**src/rtl/phase_unwrapper_pkg.sv**
```systemverilog
// Shared constants and types for the phase wrap/unwrap datapath.
// PHASE_W/PHASE_EXT must stay in step with the phase wrapper that feeds this block.
package phase_unwrapper_pkg;

    localparam int PHASE_W   = 14;
    localparam int PHASE_EXT = 8;
    localparam int PHASE_M   = 2 ** PHASE_W;
    localparam int PHASE_H   = 2 ** (PHASE_W - 1);

    typedef enum logic {
        IDLE   = 1'b0,
        PRIMED = 1'b1
    } state_t;

    // Two's-complement step applied to the wrap counter.
    typedef enum logic [1:0] {
        DIR_NONE = 2'b00,
        DIR_UP   = 2'b01,
        DIR_DOWN = 2'b11
    } dir_t;

endpackage

```
**src/rtl/phase_wrap_counter.sv**
```systemverilog
// Saturating signed up/down wrap counter with a sticky overflow flag.
// A step that would leave the signed EXT-bit range is dropped and flags ovf instead.
module phase_wrap_counter
    import phase_unwrapper_pkg::*;
#(
    parameter int EXT = PHASE_EXT
) (
    input  logic                  clk_i,
    input  logic                  rst_i,
    input  logic                  en,
    input  logic                  clear,
    input  logic [1:0]            dir,
    output logic signed [EXT-1:0] count,
    output logic                  ovf
);

    // Returns {hit, next}: hit means the step overflowed and next is the held value.
    function automatic logic [EXT:0] step_sat(input logic signed [EXT-1:0] cur,
                                              input logic [1:0]            step);
        logic signed [EXT:0] sum;
        sum = {cur[EXT-1], cur} + {{(EXT-1){step[1]}}, step};
        if (sum[EXT] != sum[EXT-1]) begin
            return {1'b1, cur};
        end
        return {1'b0, sum[EXT-1:0]};
    endfunction

    logic [EXT:0] step_r;

    assign step_r = step_sat(count, dir);

    always_ff @(posedge clk_i or posedge rst_i) begin
        if (rst_i) begin
            count <= '0;
            ovf   <= 1'b0;
        end else if (clear) begin
            count <= '0;
            ovf   <= 1'b0;
        end else if (en) begin
            count <= step_r[EXT-1:0];
            if (step_r[EXT]) begin
                ovf <= 1'b1;
            end
        end
    end

endmodule

```
**src/rtl/phase_unwrapper.sv**
```systemverilog
// Recovers continuous phase from wrapped WIDTH-bit samples: per-sample increment,
// signed wrap count and {wraps, sample} unwrapped phase, two register stages deep.
module phase_unwrapper
    import phase_unwrapper_pkg::*;
#(
    parameter int WIDTH = PHASE_W,
    parameter int EXT   = PHASE_EXT
) (
    input  logic                        clk_i,
    input  logic                        rst_i,
    input  logic        [WIDTH-1:0]     data_i,
    input  logic                        valid_i,
    input  logic                        clear_i,
    output logic signed [WIDTH+EXT-1:0] phase_o,
    output logic signed [WIDTH:0]       diff_o,
    output logic signed [EXT-1:0]       wraps_o,
    output logic                        valid_o,
    output logic                        ovf_o
);

    localparam logic signed [WIDTH:0] HALF_POS = {2'b01, {(WIDTH-1){1'b0}}};
    localparam logic signed [WIDTH:0] HALF_NEG = {2'b11, {(WIDTH-1){1'b0}}};

    // d = +H is treated as a down-wrap; d = -H is left alone.
    function automatic dir_t wrap_dir(input logic signed [WIDTH:0] d);
        if (d >= HALF_POS) begin
            return DIR_DOWN;
        end
        if (d < HALF_NEG) begin
            return DIR_UP;
        end
        return DIR_NONE;
    endfunction

    // Adding or subtracting M in WIDTH+1 bits is the same as flipping the top bit.
    function automatic logic signed [WIDTH:0] fold_diff(input logic signed [WIDTH:0] d);
        if (d >= HALF_POS || d < HALF_NEG) begin
            return {~d[WIDTH], d[WIDTH-1:0]};
        end
        return d;
    endfunction

    state_t                    state;
    state_t                    state_nx;
    logic        [WIDTH-1:0]   prev;
    logic                      accept;
    logic signed [WIDTH:0]     raw_d;

    logic                      vld_p1;
    logic                      first_p1;
    logic        [WIDTH-1:0]   sample_p1;
    logic signed [WIDTH:0]     d_p1;

    dir_t                      dir_p1;
    logic signed [WIDTH:0]     diff_c;

    logic                      vld_p2;
    logic        [WIDTH-1:0]   sample_p2;
    logic signed [WIDTH:0]     diff_p2;
    logic signed [EXT-1:0]     wraps;
    logic                      ovf;

    assign accept = valid_i & ~clear_i;
    assign raw_d  = $signed({1'b0, data_i}) - $signed({1'b0, prev});

    always_ff @(posedge clk_i or posedge rst_i) begin
        if (rst_i) begin
            state <= IDLE;
        end else begin
            state <= state_nx;
        end
    end

    always_comb begin
        state_nx = state;
        if (clear_i) begin
            state_nx = IDLE;
        end else if (valid_i && state == IDLE) begin
            state_nx = PRIMED;
        end
    end

    // Stage 1: capture sample and raw difference against the previous sample
    always_ff @(posedge clk_i or posedge rst_i) begin
        if (rst_i) begin
            vld_p1    <= 1'b0;
            first_p1  <= 1'b0;
            sample_p1 <= '0;
            d_p1      <= '0;
            prev      <= '0;
        end else if (clear_i) begin
            vld_p1    <= 1'b0;
            first_p1  <= 1'b0;
            sample_p1 <= '0;
            d_p1      <= '0;
            prev      <= '0;
        end else begin
            vld_p1 <= accept;
            if (accept) begin
                sample_p1 <= data_i;
                prev      <= data_i;
                first_p1  <= (state == IDLE);
                d_p1      <= (state == IDLE) ? '0 : raw_d;
            end
        end
    end

    always_comb begin
        diff_c = '0;
        dir_p1 = DIR_NONE;
        if (!first_p1) begin
            diff_c = fold_diff(d_p1);
            dir_p1 = wrap_dir(d_p1);
        end
    end

    // Stage 2: corrected increment and wrap count, presented at the outputs
    always_ff @(posedge clk_i or posedge rst_i) begin
        if (rst_i) begin
            vld_p2    <= 1'b0;
            sample_p2 <= '0;
            diff_p2   <= '0;
        end else if (clear_i) begin
            vld_p2    <= 1'b0;
            sample_p2 <= '0;
            diff_p2   <= '0;
        end else begin
            vld_p2 <= vld_p1;
            if (vld_p1) begin
                sample_p2 <= sample_p1;
                diff_p2   <= diff_c;
            end
        end
    end

    phase_wrap_counter #(
        .EXT (EXT)
    ) u_wrap_counter (
        .clk_i (clk_i),
        .rst_i (rst_i),
        .en    (vld_p1 & ~clear_i),
        .clear (clear_i),
        .dir   (dir_p1),
        .count (wraps),
        .ovf   (ovf)
    );

    assign phase_o = {wraps, sample_p2};
    assign diff_o  = diff_p2;
    assign wraps_o = wraps;
    assign valid_o = vld_p2;
    assign ovf_o   = ovf;

endmodule

```
**config.mk**
```make
export PLATFORM = sky130hd
export DESIGN_NAME = phase_unwrapper
export DESIGN_NICKNAME = d
export VERILOG_FILES = /design/src/rtl/phase_unwrapper_pkg.sv /design/src/rtl/phase_wrap_counter.sv /design/src/rtl/phase_unwrapper.sv
export SDC_FILE = /design/constraint.sdc
export NUM_CORES = 1
export LEC_CHECK = 0
export CAP_MARGIN = 20
export CORE_MARGIN = 2
export CORE_UTILIZATION = 46
export CTS_CLUSTER_DIAMETER = 30
export CTS_CLUSTER_SIZE = 16
export DETAILED_ROUTE_END_ITERATION = 8
export PLACE_DENSITY = 0.82
export SYNTH_ARGS = -nofsm -noshare
export SYNTH_HDL_FRONTEND = slang
export SYNTH_SLANG_ARGS = --single-unit
export TNS_END_PERCENT = 1
```
**constraint.sdc**
```tcl
create_clock -name clk_i -period 3.2 [get_ports clk_i]
set_input_delay 0.64 -clock clk_i [delete_from_list [all_inputs] [get_ports clk_i]]
set_output_delay 0.64 -clock clk_i [all_outputs]
set_load 0.01 [all_outputs]
```
=== Yosys cells after proc, flatten, opt, wreduce, memory -nomap -nowiden ===
Cells that the tools add are included.

* Bits in registers: 71
* Output and inout bits: 47
* Logic and storage cells: 68

* Add/subtract/negate cells: 2
* Magnitude comparators: 2
* Equal/unequal tests: 2
* Mux-type cells: 38
* Bitwise logic cells: 5
* Reductions and logical operators: 9

{| class="wikitable"
|+ Operator list
! operator !! number
|-
| 15-bit two-way mux || 8
|-
| 14-bit two-way mux || 4
|-
| 9-bit two-way mux || 2
|-
| 1-bit two-way mux || 17
|-
| 8-bit two-way mux || 2
|-
| 15-bit greater-or-equal comparator, second input constant || 1
|-
| 15-bit by 14-bit < comparator with 1-bit output, second input constant || 1
|-
| 14-bit by 14-bit subtractor with 15-bit output || 1
|-
| 2-bit two-way mux || 5
|-
| 2-bit nonzero test || 5
|-
| 8-bit by 2-bit adder with 9-bit output || 1
|-
| 2-bit AND reduction || 2
|-
| 3-bit inequality test, second input constant || 1
|-
| 1-bit NOT || 3
|-
| 1-bit bitwise AND || 2
|-
| 1-bit logical AND || 1
|-
| 1-bit logical OR || 1
|-
| 1-bit inequality test || 1
|}

=== Depth between registers and ports, before layout ===
Gate-level depths: netlist of run 1.

* Depth in word-level cells: 15
* Depth in mapped cells: 16
* Gate-level depth less buffers: 15

=== Cells and area by module ===
From an unflattened synthesis of run 1, not the netlist that was laid out.

* Cell total of the unflattened synthesis: 396
* Area total of the unflattened synthesis: 3916.3 um^2

{| class="wikitable"
|+ Modules (own cells, without submodules)
! module !! times used !! cells an instance !! area an instance (um^2)
|-
| phase_unwrapper || 1 || 321 || 3249.4
|-
| phase_wrap_counter || 1 || 75 || 666.9
|}

=== Worst setup path after synthesis of run 1 ===
Ideal clock, no wire load.

* Path kind: reg-to-reg
* From: register first_p1
* To: register u_wrap_counter.count[2]
* Setup time: 0.094 ns
* Arrival time: 3.079 ns
* Setup slack: 0.027 ns
* Cell stages (with the launch flop): 15
* Path buffers: 2
* Clock period less this slack: 3.173 ns
* Path through: dfrtp_1 > clkbuf_1 > nor2b_1 > ha_1 > a21o_1 > a21oi_1 > o21ai_1 > a21o_1 > a21oi_1 > xnor2_1 > ha_1 > nor2b_1 > clkbuf_1 > nor2_1 > a211oi_1

* Longest elaborated chain between the ends: 7
* Elaborated cells between the ends (all ways): 9
* Those cells by class: add/sub: 1; eq/ne: 2; mux: 5; reduce/logical: 1

{| class="wikitable"
|+ RTL lines
! item !! RTL line !! text
|-
| from (decl) || phase_unwrapper.sv:50 || <nowiki>logic first_p1;</nowiki>
|-
| from (signal assigned) || phase_unwrapper.sv:102 || <nowiki>first_p1 <= (state == IDLE);</nowiki>
|-
| 2-bit two-way mux (*) || phase_unwrapper.sv:111 || <nowiki>if (!first_p1) begin</nowiki>
|-
| 8-bit by 2-bit adder with 9-bit output (*) || phase_wrap_counter.sv:21 || <nowiki>sum = {cur[EXT-1], cur} + {{(EXT-1){step[1]}}, step};</nowiki>
|-
| 1-bit inequality test || phase_wrap_counter.sv:22 || <nowiki>if (sum[EXT] != sum[EXT-1]) begin</nowiki>
|-
| 1-bit two-way mux || phase_wrap_counter.sv:22 ||
|-
| 9-bit two-way mux || phase_wrap_counter.sv:25 || <nowiki>return {1'b0, sum[EXT-1:0]};</nowiki>
|-
| 8-bit two-way mux || phase_wrap_counter.sv:39 || <nowiki>end else if (en) begin</nowiki>
|-
| 8-bit two-way mux || phase_wrap_counter.sv:36 || <nowiki>end else if (clear) begin</nowiki>
|-
| to (signal assigned) || phase_wrap_counter.sv:40 || <nowiki>count <= step_r[EXT-1:0];</nowiki>
|-
| to (decl) || phase_wrap_counter.sv:13 || <nowiki>output logic signed [EXT-1:0] count,</nowiki>
|}

Mark *: on every way between the ends. The rest lies on a longest branch, timed or not. The select of a mux whose other input is x is not followed.
A chain may end at the register's enable or synchronous reset.

=== Final worst setup path of run 1 ===
* From: register d_p1[14]
* To: register u_wrap_counter.count[0]

* Longest elaborated chain between the ends: 13
* Elaborated cells between the ends (all ways): 19
* Those cells by class: add/sub: 1; order compare: 2; eq/ne: 2; mux: 13; reduce/logical: 1

{| class="wikitable"
|+ RTL lines
! item !! RTL line !! text
|-
| from (decl) || phase_unwrapper.sv:52 || <nowiki>logic signed [WIDTH:0] d_p1;</nowiki>
|-
| from (signal assigned) || phase_unwrapper.sv:103 || <nowiki>d_p1 <= (state == IDLE) ? '0 : raw_d;</nowiki>
|-
| 15-bit by 14-bit < comparator with 1-bit output || phase_unwrapper.sv:29 || <nowiki>if (d < HALF_NEG) begin</nowiki>
|-
| 1-bit two-way mux (2 in series) || phase_unwrapper.sv:29 ||
|-
| 1-bit two-way mux || phase_unwrapper.sv:111 ||
|-
| 2-bit two-way mux || phase_unwrapper.sv:32 || <nowiki>return DIR_NONE;</nowiki>
|-
| 2-bit two-way mux (*) || phase_unwrapper.sv:29 ||
|-
| 2-bit two-way mux (*) || phase_unwrapper.sv:111 ||
|-
| 8-bit by 2-bit adder with 9-bit output (*) || phase_wrap_counter.sv:21 ||
|-
| 1-bit inequality test || phase_wrap_counter.sv:22 ||
|-
| 1-bit two-way mux || phase_wrap_counter.sv:22 ||
|-
| 9-bit two-way mux || phase_wrap_counter.sv:25 ||
|-
| 8-bit two-way mux || phase_wrap_counter.sv:39 ||
|-
| 8-bit two-way mux || phase_wrap_counter.sv:36 ||
|}

Marked as above.

==> results of run 1 <==
==> layout make-up <==
cell class / count / share of cell area
Multi-Input combinational cell: 275 / 0.403
Sequential cell: 71 / 0.370
Timing Repair Buffer: 75 / 0.151
Clock buffer: 11 / 0.0294
Tap cell: 105 / 0.0273
Inverter: 19 / 0.0148
Clock inverter: 4 / 0.00468
==> power by group through the flow <==
stage	Combinational (mW)	Sequential (mW)	Clock [mW]
detailed placement	0.337	0.973	0
finish	0.344	0.956	0.625
global route	0.384	0.960	0.678
floorplan	0.240	0.968	0
global placement	0.328	0.971	0
CTS	0.339	0.956	0.636
==> timing repair <==
| action | CTS | global route |
|---|---|---|
| endpoints found under the setup margin | 2 | 8 |
| cloned | 0 | 1 |
| hold buffers | 0 | 0 |
| endpoints found under the hold margin | 0 | 0 |
| buffers inserted | 0 | 2 |
| pin swaps | 0 | 5 |
| resized for setup | 1 | 9 |
==> critical path: stages (launching register included) <==
cell	delay, ns
dfrtp_1	0.41
inv_1	0.10
ha_4	0.12
nor2b_2	0.23
ha_1	0.27
a21o_1	0.17
a21oi_2	0.18
o21ai_1	0.14
a21o_1	0.21
a21oi_1	0.22
xnor2_1	0.16
ha_1	0.28
nand2b_2	0.26
nand2_1	0.14
a21oi_1	0.09
==> final timing paths <==
check	startpoint	endpoint
worst max-delay path	d_p1[14]	u_wrap_counter.count[0]
worst min register to register	d_p1[7]	d_p1[7]
max in group asynchronous	rst_i	diff_o[6]
min in group asynchronous	rst_i	sample_p2[1]
worst max register to register	d_p1[14]	u_wrap_counter.count[0]
worst min-delay path	d_p1[7]	d_p1[7]
==> cell usage in the layout, fill, tap and decap left out, types with 10 or more instances in the layout <==
| cell type | n |
|---|---|
| clkdlybuf4s50_1 | 63 |
| nand2_1 | 28 |
| nor2_1 | 45 |
| mux2i_1 | 30 |
| inv_1 | 18 |
| dfrtp_1 | 71 |
| nand2b_1 | 15 |
| a21oi_1 | 32 |
| o21ai_1 | 13 |
| clkbuf_8 | 10 |
| ha_1 | 22 |
| nand3b_1 | 16 |
==> registers in the layout (all words and copies together) (netlist names) <==
name,count
valid_o,1
u_wrap_counter.ovf,1
sample_p2,14
first_p1,1
u_wrap_counter.count,8
diff_o,15
d_p1,15
sample_p1,14
state,1
vld_p1,1
==> layer usage <==
metal | wire [um] | GRT usage | share of wire
met1 | 3810 | 0.258 | 0.46
met5 | 0 | 0 | 0
met4 | 91 | 0.0583 | 0.011
met2 | 3930 | 0.302 | 0.48
met3 | 395 | 0.0392 | 0.048
==> cells by family after synthesis <==
| group | count (synthesis) | share of synthesized area |
|---|---|---|
| flip-flops | 71 | 0.455 |
| multiplexers | 30 | 0.0769 |
| XOR/XNOR | 13 | 0.0292 |
| buffers and inverters | 45 | 0.0583 |
| AO/OA/AOI/OAI | 85 | 0.141 |
| AND/OR/NAND/NOR | 121 | 0.152 |
| adder cells (fa/ha/maj) | 26 | 0.0872 |
==> flow_summary.toml, run 1 <==
[sta]
hold_viol_final = 0
fin_setup_tns_ns = 0
post-route-period-util = 0.972
setup_viol = 0
hold_ws_ns = 0.491
slew_viol_final = 0
fin_ws_ns = 0.0900
fmaxAchievable_ghz = 0.322
fin_crit_ns = 3.11
fin_skew_ns = 0.00918
relSlewSlack = 0.373
timing_worst_slew_pin_value_ns = 0.937

[die]
rows = 33
core_area_um2 = 8220
die_w_um = 96.1
start_util = 0.475
dieArea_um2 = 9240
die-height_um = 96.1
num_io_pins = 65

[layout]
fillers = 707
fin_area_um2 = 4810
num_antenna_cells = 0
final_util = 0.585
multiInputGateArea_um2 = 1940
nNetsFinal = 495
regArea_um2 = 1780
stdcell_count = 560
area_growth_pct = 23.2
drive_above_1_share = 0.0945

[yosys]
yosys.area.top_type = "dfrtp_1"
yosys_warnings = 0
synth_edf_count = 0
synthCells = 391
async_reset_ff_frac = 1.00
syn-num-nets = 435
synth_seq_cells = 71
synth.most_common_cell = "dfrtp_1"
synth.top_cell.area_share = 0.455
ys_seq_area_frac = 0.455
synth_ff_type = "dfrtp_1"
synth.top_cells.by_count = "71 x dfrtp_1, 45 x nor2_1, 34 x a21oi_1"
yosys-top-cells-area = "dfrtp_1 46%, ha_1 7.7%, mux2i_1 7.7%, a21oi_1 4.4%, nor2_1 4.3%"
post_synth_num_cell_types = 46
avgSynthCellArea_um2 = 9.98
syn-cell-area_um2 = 3900

[power]
powerDensity_nw_per_um2 = 400
vdd_drop_max_uv = 227
power.switching_uw = 545
comb_power_share = 0.179
intPower_mw = 1.38
seqPwrFrac = 0.497
p_total_mw = 1.93
pwr-share-clk = 0.325
switching_share = 0.283
p_leak_nw = 2.16

[clock_network]
clockBufferDepth = 2
clk_latency_ns = 0.34
clk_pin_slew_ns = 0.08
clock-sinks = 71
cts_buffers = 9
h-tree-depth = 3
root_buffer = "clkbuf_8"
cts_tree = "yes"

[place]
dp_slack_ns = -0.000733
gp_congestion = 0.927
io_buffers = 64
place_inst = 542
dp_hpwl_um = 5870
place_area_um2 = 4590

[route]
drc = 0
ant_nets = 0
via_count = 3023
drtPass1Iterations = 5
drt-vias-per-instance = 5.40
drt-total-wl_um = 8220
drtIter0Drc = 194
drt-wirelength-per-cell_um = 14.7

[worst_setup_path]
crit_type = "reg2reg"
required_ns = 3.41
path_max_fanout = 7
cp-end-kind = "flop"
worst-r2r-cell-count = 14
rrSetupSlack_ns = 0.09
crit_path_start_kind = "flop"
cp.arrival_ns = 3.32

[global_route]
overflow = 0
gr-usage-all-layers = 0.189
first_global_vias = 2884
antenna_found_initial = 0
grt_max_degree = 46
grt_first_pass_wirelength_um = 13600

[flow_run]
drv_cap = 0

[run_status]
status = "complete, no violations"

[worst_hold_path]
hp-class = "reg2reg"
hold_path_depth = 2
(Power assumes the default switching activity.)
==> run 2, diff against run 1 <==
--- a/config.mk
+++ b/config.mk
@@ -9,9 +9,10 @@
 export CORE_MARGIN = 2
 export CORE_UTILIZATION = 46
 export CTS_CLUSTER_DIAMETER = 30
-export CTS_CLUSTER_SIZE = 16
+export CTS_CLUSTER_SIZE = 14
 export DETAILED_ROUTE_END_ITERATION = 8
-export PLACE_DENSITY = 0.82
+export PLACE_DENSITY = 0.8
+export RECOVER_POWER = 50
 export SYNTH_ARGS = -nofsm -noshare
 export SYNTH_HDL_FRONTEND = slang
 export SYNTH_SLANG_ARGS = --single-unit
==> constraint.sdc (replaced) <==
create_clock -name clk_i -period 3.45 [get_ports clk_i]
set_input_delay 0.69 -clock clk_i [delete_from_list [all_inputs] [get_ports clk_i]]
set_output_delay 0.69 -clock clk_i [all_outputs]
set_load 0.01 [all_outputs]
==> flow_summary.toml, run 2 (same netlist as run 1, synthesis figures left out) <==
[route]
drtIter0Drc = 148
drt-wirelength-per-cell_um = 14.9
drt-vias-per-instance = 5.33
drt-total-wl_um = 8300
drc = 0
via_count = 2975
ant_nets = 0
drtPass1Iterations = 4

[worst_setup_path]
path_delay_family = "adder cells"
path_common_cell = "ha_1"
cp-end-kind = "flop"
crit_type = "reg2reg"
crit_path_start_kind = "flop"
cpPeakStageDelay_ns = 0.42
required_ns = 3.71
crit_chain = "inv_1, ha_1, nor2_1, ha_1, fa_1, a21o_1, a21oi_2, o21ai_1, nand2_1, nand3b_1, mux2i_1, ha_1, nor2b_4, nor2_1, a211oi_1"
cp.arrival_ns = 3.44
worstPathBufferInverterCount = 1
critical_path.slowest_cell = "fa_1"
path_max_fanout = 9

[global_route]
antenna_found_initial = 0
overflow = 0
first_global_vias = 3015
grt_first_pass_wirelength_um = 14200
grt_max_degree = 48
gr-usage-all-layers = 0.198

[place]
dp_hpwl_um = 6090
io_buffers = 64
gp_congestion = 0.922

[sta]
post-route-period-util = 0.923
fin_skew_ns = 0.00609
rsz0062_at_grt = "no"
fin_setup_tns_ns = 0
timing_worst_slew_pin_value_ns = 1.29
relSlewSlack = 0.140
hold_ws_ns = 0.499
hold_viol_final = 0
slew_viol_final = 0
fmaxAchievable_ghz = 0.314
setup_viol = 0
fin_crit_ns = 3.18

[layout]
multiInputGateArea_um2 = 1910
nNetsFinal = 492
drive_above_1_share = 0.0662
regArea_um2 = 1780
final_util = 0.580
num_antenna_cells = 0
fillers = 697
area_growth_pct = 22.2
layout_common_cells = "71 x dfrtp_1, 61 x clkdlybuf4s50_1, 45 x nor2_1, 33 x a21oi_1, 30 x mux2i_1"
final_common_cell = "dfrtp_1"

[die]
num_io_pins = 65
rows = 33
die_w_um = 96.1
start_util = 0.475
core_area_um2 = 8220
dieArea_um2 = 9240
die-height_um = 96.1

[clock_network]
clockBufferDepth = 2
root_buffer = "clkbuf_8"
clk_latency_ns = 0.35
h-tree-depth = 3
post_cts_buffers = 0
clock-sinks = 71
clk_pin_slew_ns = 0.08
cts_buffers = 9
cts_tree = "yes"

[flow_run]
drv_cap = 0

[power]
p_leak_nw = 2.15
power.switching_uw = 511
pwr-share-clk = 0.356
seqPwrFrac = 0.473
powerDensity_nw_per_um2 = 391
comb_power_share = 0.171
vdd_drop_max_uv = 307
intPower_mw = 1.35
switching_share = 0.274

[run_status]
status = "complete, no violations"

[worst_hold_path]
hp-class = "reg2reg"
==> run 2: cell types whose count changed in the layout (fill, tap and decap cells not counted), sizes merged <==
cell	delta
clkbuf	+4
bufinv	+1
buf	-6
clkinvlp	-1
dlygate4sd3	+2
clkdlybuf4s50	-2
==> run 2: worst register-to-register path, cell delays in order (launching register included) <==
cell,delay (ns)
dfrtp_1,0.38
inv_1,0.05
ha_1,0.30
nor2_1,0.05
ha_1,0.21
fa_1,0.42
a21o_1,0.21
a21oi_2,0.19
o21ai_1,0.12
nand2_1,0.10
nand3b_1,0.10
mux2i_1,0.17
ha_1,0.31
nor2b_4,0.23
nor2_1,0.06
a211oi_1,0.21
==> run 2: repair_timing <==
item / CTS / global route
hold buffers: 0 / 0
resized for setup: 0 / 4
endpoints found under the setup margin: 0 / 8
==> run 2: area by class of cell <==
class / count / area share
clock buffers: 12 / 0.0304
inverters: 19 / 0.0150
flip-flops and latches: 71 / 0.373
clock inverters: 4 / 0.00944
repair buffers: 72 / 0.144
multi-input cells: 275 / 0.401
well taps: 105 / 0.0275
==> run 2: final timing paths <==
check	from	to	slack (ns)	cells after the start
min in group asynchronous	rst_i	sample_p2[0]	1.02	2
setup reg to reg	d_p1[14]	u_wrap_counter.count[2]	0.27	15
hold reg to reg	d_p1[6]	d_p1[6]	0.50	2
setup / recovery	d_p1[14]	u_wrap_counter.count[2]	0.27	15
max in group asynchronous	rst_i	sample_p2[11]	0.73	3
hold / removal	d_p1[6]	d_p1[6]	0.50	2
==> run 2: metal layers <==
metal  track usage  vias to the layer above  share of wire
li1              -                     1447              -
met1         0.263                     1422           0.46
met2         0.314                       92           0.47
met3        0.0376                       14          0.051
met4        0.0905                        0          0.018
met5             0                        -              0
==> run 2: power groups by stage <==
stage          Clock (mW)  Combinational (mW)  Sequential (mW)
4_1_cts             0.677               0.318            0.883
5_1_grt             0.712               0.354            0.887
6_report            0.664               0.318            0.883
3_3_place_gp            0               0.304            0.898
2_1_floorplan           0               0.223            0.898
3_5_place_dp            0               0.317            0.900
==> run 2: metrics by stage <==
step	setup WS (ns)	power, mW	cell area [um2]	instances
floorplan	0.277	1.12	3900	391
global placement	0.248	1.20	4570	542
detailed placement	0.0760	1.22	4570	542
CTS	0.0107	1.88	4760	558
global route	0.0706	1.95	4770	558
finish	0.266	1.87	4770	558
==> run 3, diff against run 2 <==
--- a/config.mk
+++ b/config.mk
@@ -6,7 +6,7 @@
 export NUM_CORES = 1
 export LEC_CHECK = 0
 export CAP_MARGIN = 20
-export CORE_MARGIN = 2
+export CORE_MARGIN = 5
 export CORE_UTILIZATION = 46
 export CTS_CLUSTER_DIAMETER = 30
 export CTS_CLUSTER_SIZE = 14
==> constraint.sdc (replaced) <==
create_clock -name clk_i -period 3.45 [get_ports clk_i]
set_input_delay 0.69 -clock clk_i [delete_from_list [all_inputs] [get_ports clk_i]]
set_output_delay 0.69 -clock clk_i [all_outputs]
set_load 0.1 [all_outputs]
==> flow_summary.toml, run 3 (same netlist as run 1, synthesis figures left out) <==
[run_status]
status = "finished, violations left"
violations = "capacitance limit, slew limit"

[sta]
fin_setup_tns_ns = 0
fin_skew_ns = 0.0121
timing_worst_slew_pin_value_ns = 1.57
hold_viol_final = 0
post-route-period-util = 0.900
fmaxAchievable_ghz = 0.322
hold_ws_ns = 0.490
fin_ws_ns = 0.343
slew_viol_final = 30
fin_crit_ns = 3.11
setup_viol = 0
rsz0062_at_grt = "no"
relSlewSlack = -0.0462

[global_route]
grt_max_degree = 33
overflow = 0
first_global_vias = 2893
gr-usage-all-layers = 0.169
grt_first_pass_wirelength_um = 14000
antenna_found_initial = 0

[layout]
final_util = 0.570
final_common_cell = "dfrtp_1"
stdcell_count = 559
fillers = 752
layout_common_cells = "71 x dfrtp_1, 45 x nor2_1, 44 x buf_4, 34 x a21oi_1, 30 x mux2i_1"
area_growth_pct = 20.5
drive_above_1_share = 0.143
num_antenna_cells = 0
nNetsFinal = 493
fin_area_um2 = 4710

[place]
dp_hpwl_um = 6090
io_buffers = 64
gp_congestion = 0.801
place_area_um2 = 4480
place_inst = 543
dp_slack_ns = 0.331

[route]
drtIter0Drc = 99
drc = 0
drt-total-wl_um = 8160
drt-wirelength-per-cell_um = 14.6
via_count = 2906
drt-vias-per-instance = 5.20
ant_nets = 0
drtPass1Iterations = 4

[power]
intPower_mw = 1.48
p_total_mw = 2.07
pwr-share-clk = 0.384
seqPwrFrac = 0.428
switching_share = 0.285
powerDensity_nw_per_um2 = 440
p_leak_nw = 2.24
vdd_drop_max_uv = 347
comb_power_share = 0.188
power.switching_uw = 590

[worst_setup_path]
required_ns = 3.64
path_max_fanout = 7
cp-end-kind = "flop"
crit_path_start_kind = "flop"
rrSetupSlack_ns = 0.34
crit_type = "reg2reg"
cp.arrival_ns = 3.29

[die]
die-height_um = 102
dieArea_um2 = 10400
start_util = 0.473
core_area_um2 = 8260
die_w_um = 102
num_io_pins = 65
rows = 33

[clock_network]
ctsHoldBuffers = 0
clk_pin_slew_ns = 0.08
cts_buffers = 9
clock-sinks = 71
cts_tree = "yes"
root_buffer = "clkbuf_8"
h-tree-depth = 3
ctsResizeCount = 0
clockBufferDepth = 2
clk_latency_ns = 0.35
post_cts_buffers = 0

[worst_hold_path]
hp-class = "reg2reg"

[flow_run]
drv_cap = 1
-- run 3: worst paths after layout --
path / from / endpoint / cells past startpoint
worst max register to register: d_p1[14] / u_wrap_counter.count[1] / 15
worst min register to register: d_p1[3] / d_p1[3] / 1
max in group asynchronous: rst_i / sample_p1[7] / 3
worst max-delay path: d_p1[14] / u_wrap_counter.count[1] / 15
min in group asynchronous: rst_i / u_wrap_counter.count[1] / 2
worst min-delay path: d_p1[3] / d_p1[3] / 1
-- run 3: critical path: stages (launching register included) --
cell and delay (ns):
dfrtp_1 0.38, inv_1 0.05, ha_1 0.29, nor2_1 0.06
ha_1 0.21, fa_1 0.41, a21o_1 0.19, a21oi_1 0.21
o21ai_1 0.12, nand2_1 0.10, nand3b_1 0.07, mux2i_1 0.13
ha_1 0.27, nand2b_1 0.26, nand2_1 0.14, a21oi_1 0.07
-- run 3: final cells by class --
| cell class | instances | area, um2 | share of cell area |
|---|---|---|---|
| sequential | 71 | 1780 | 0.378 |
| clock buffer | 11 | 131 | 0.0279 |
| clock inverter | 5 | 106 | 0.0226 |
| tap | 105 | 131 | 0.0279 |
| inverter | 19 | 71.3 | 0.0152 |
| timing repair buffer | 73 | 589 | 0.125 |
| multi-input combinational | 275 | 1900 | 0.404 |
-- run 3: power groups by stage --
stage / combinational [mW] / sequential, mW / clock [mW]
finish: 0.388 / 0.886 / 0.796
global route: 0.425 / 0.891 / 0.847
CTS: 0.392 / 0.887 / 0.816
detailed placement: 0.390 / 0.903 / 0
global placement: 0.383 / 0.901 / 0
floorplan: 0.239 / 0.962 / 0
-- run 3: routing by layer --
metal / wire length, um / vias up / GRT usage
li1: - / 1456 / -
met1: 3930 / 1367 / 0.234
met2: 3730 / 67 / 0.264
met3: 379 / 16 / 0.0369
met4: 121 / 0 / 0.0585
met5: 0 / - / 0
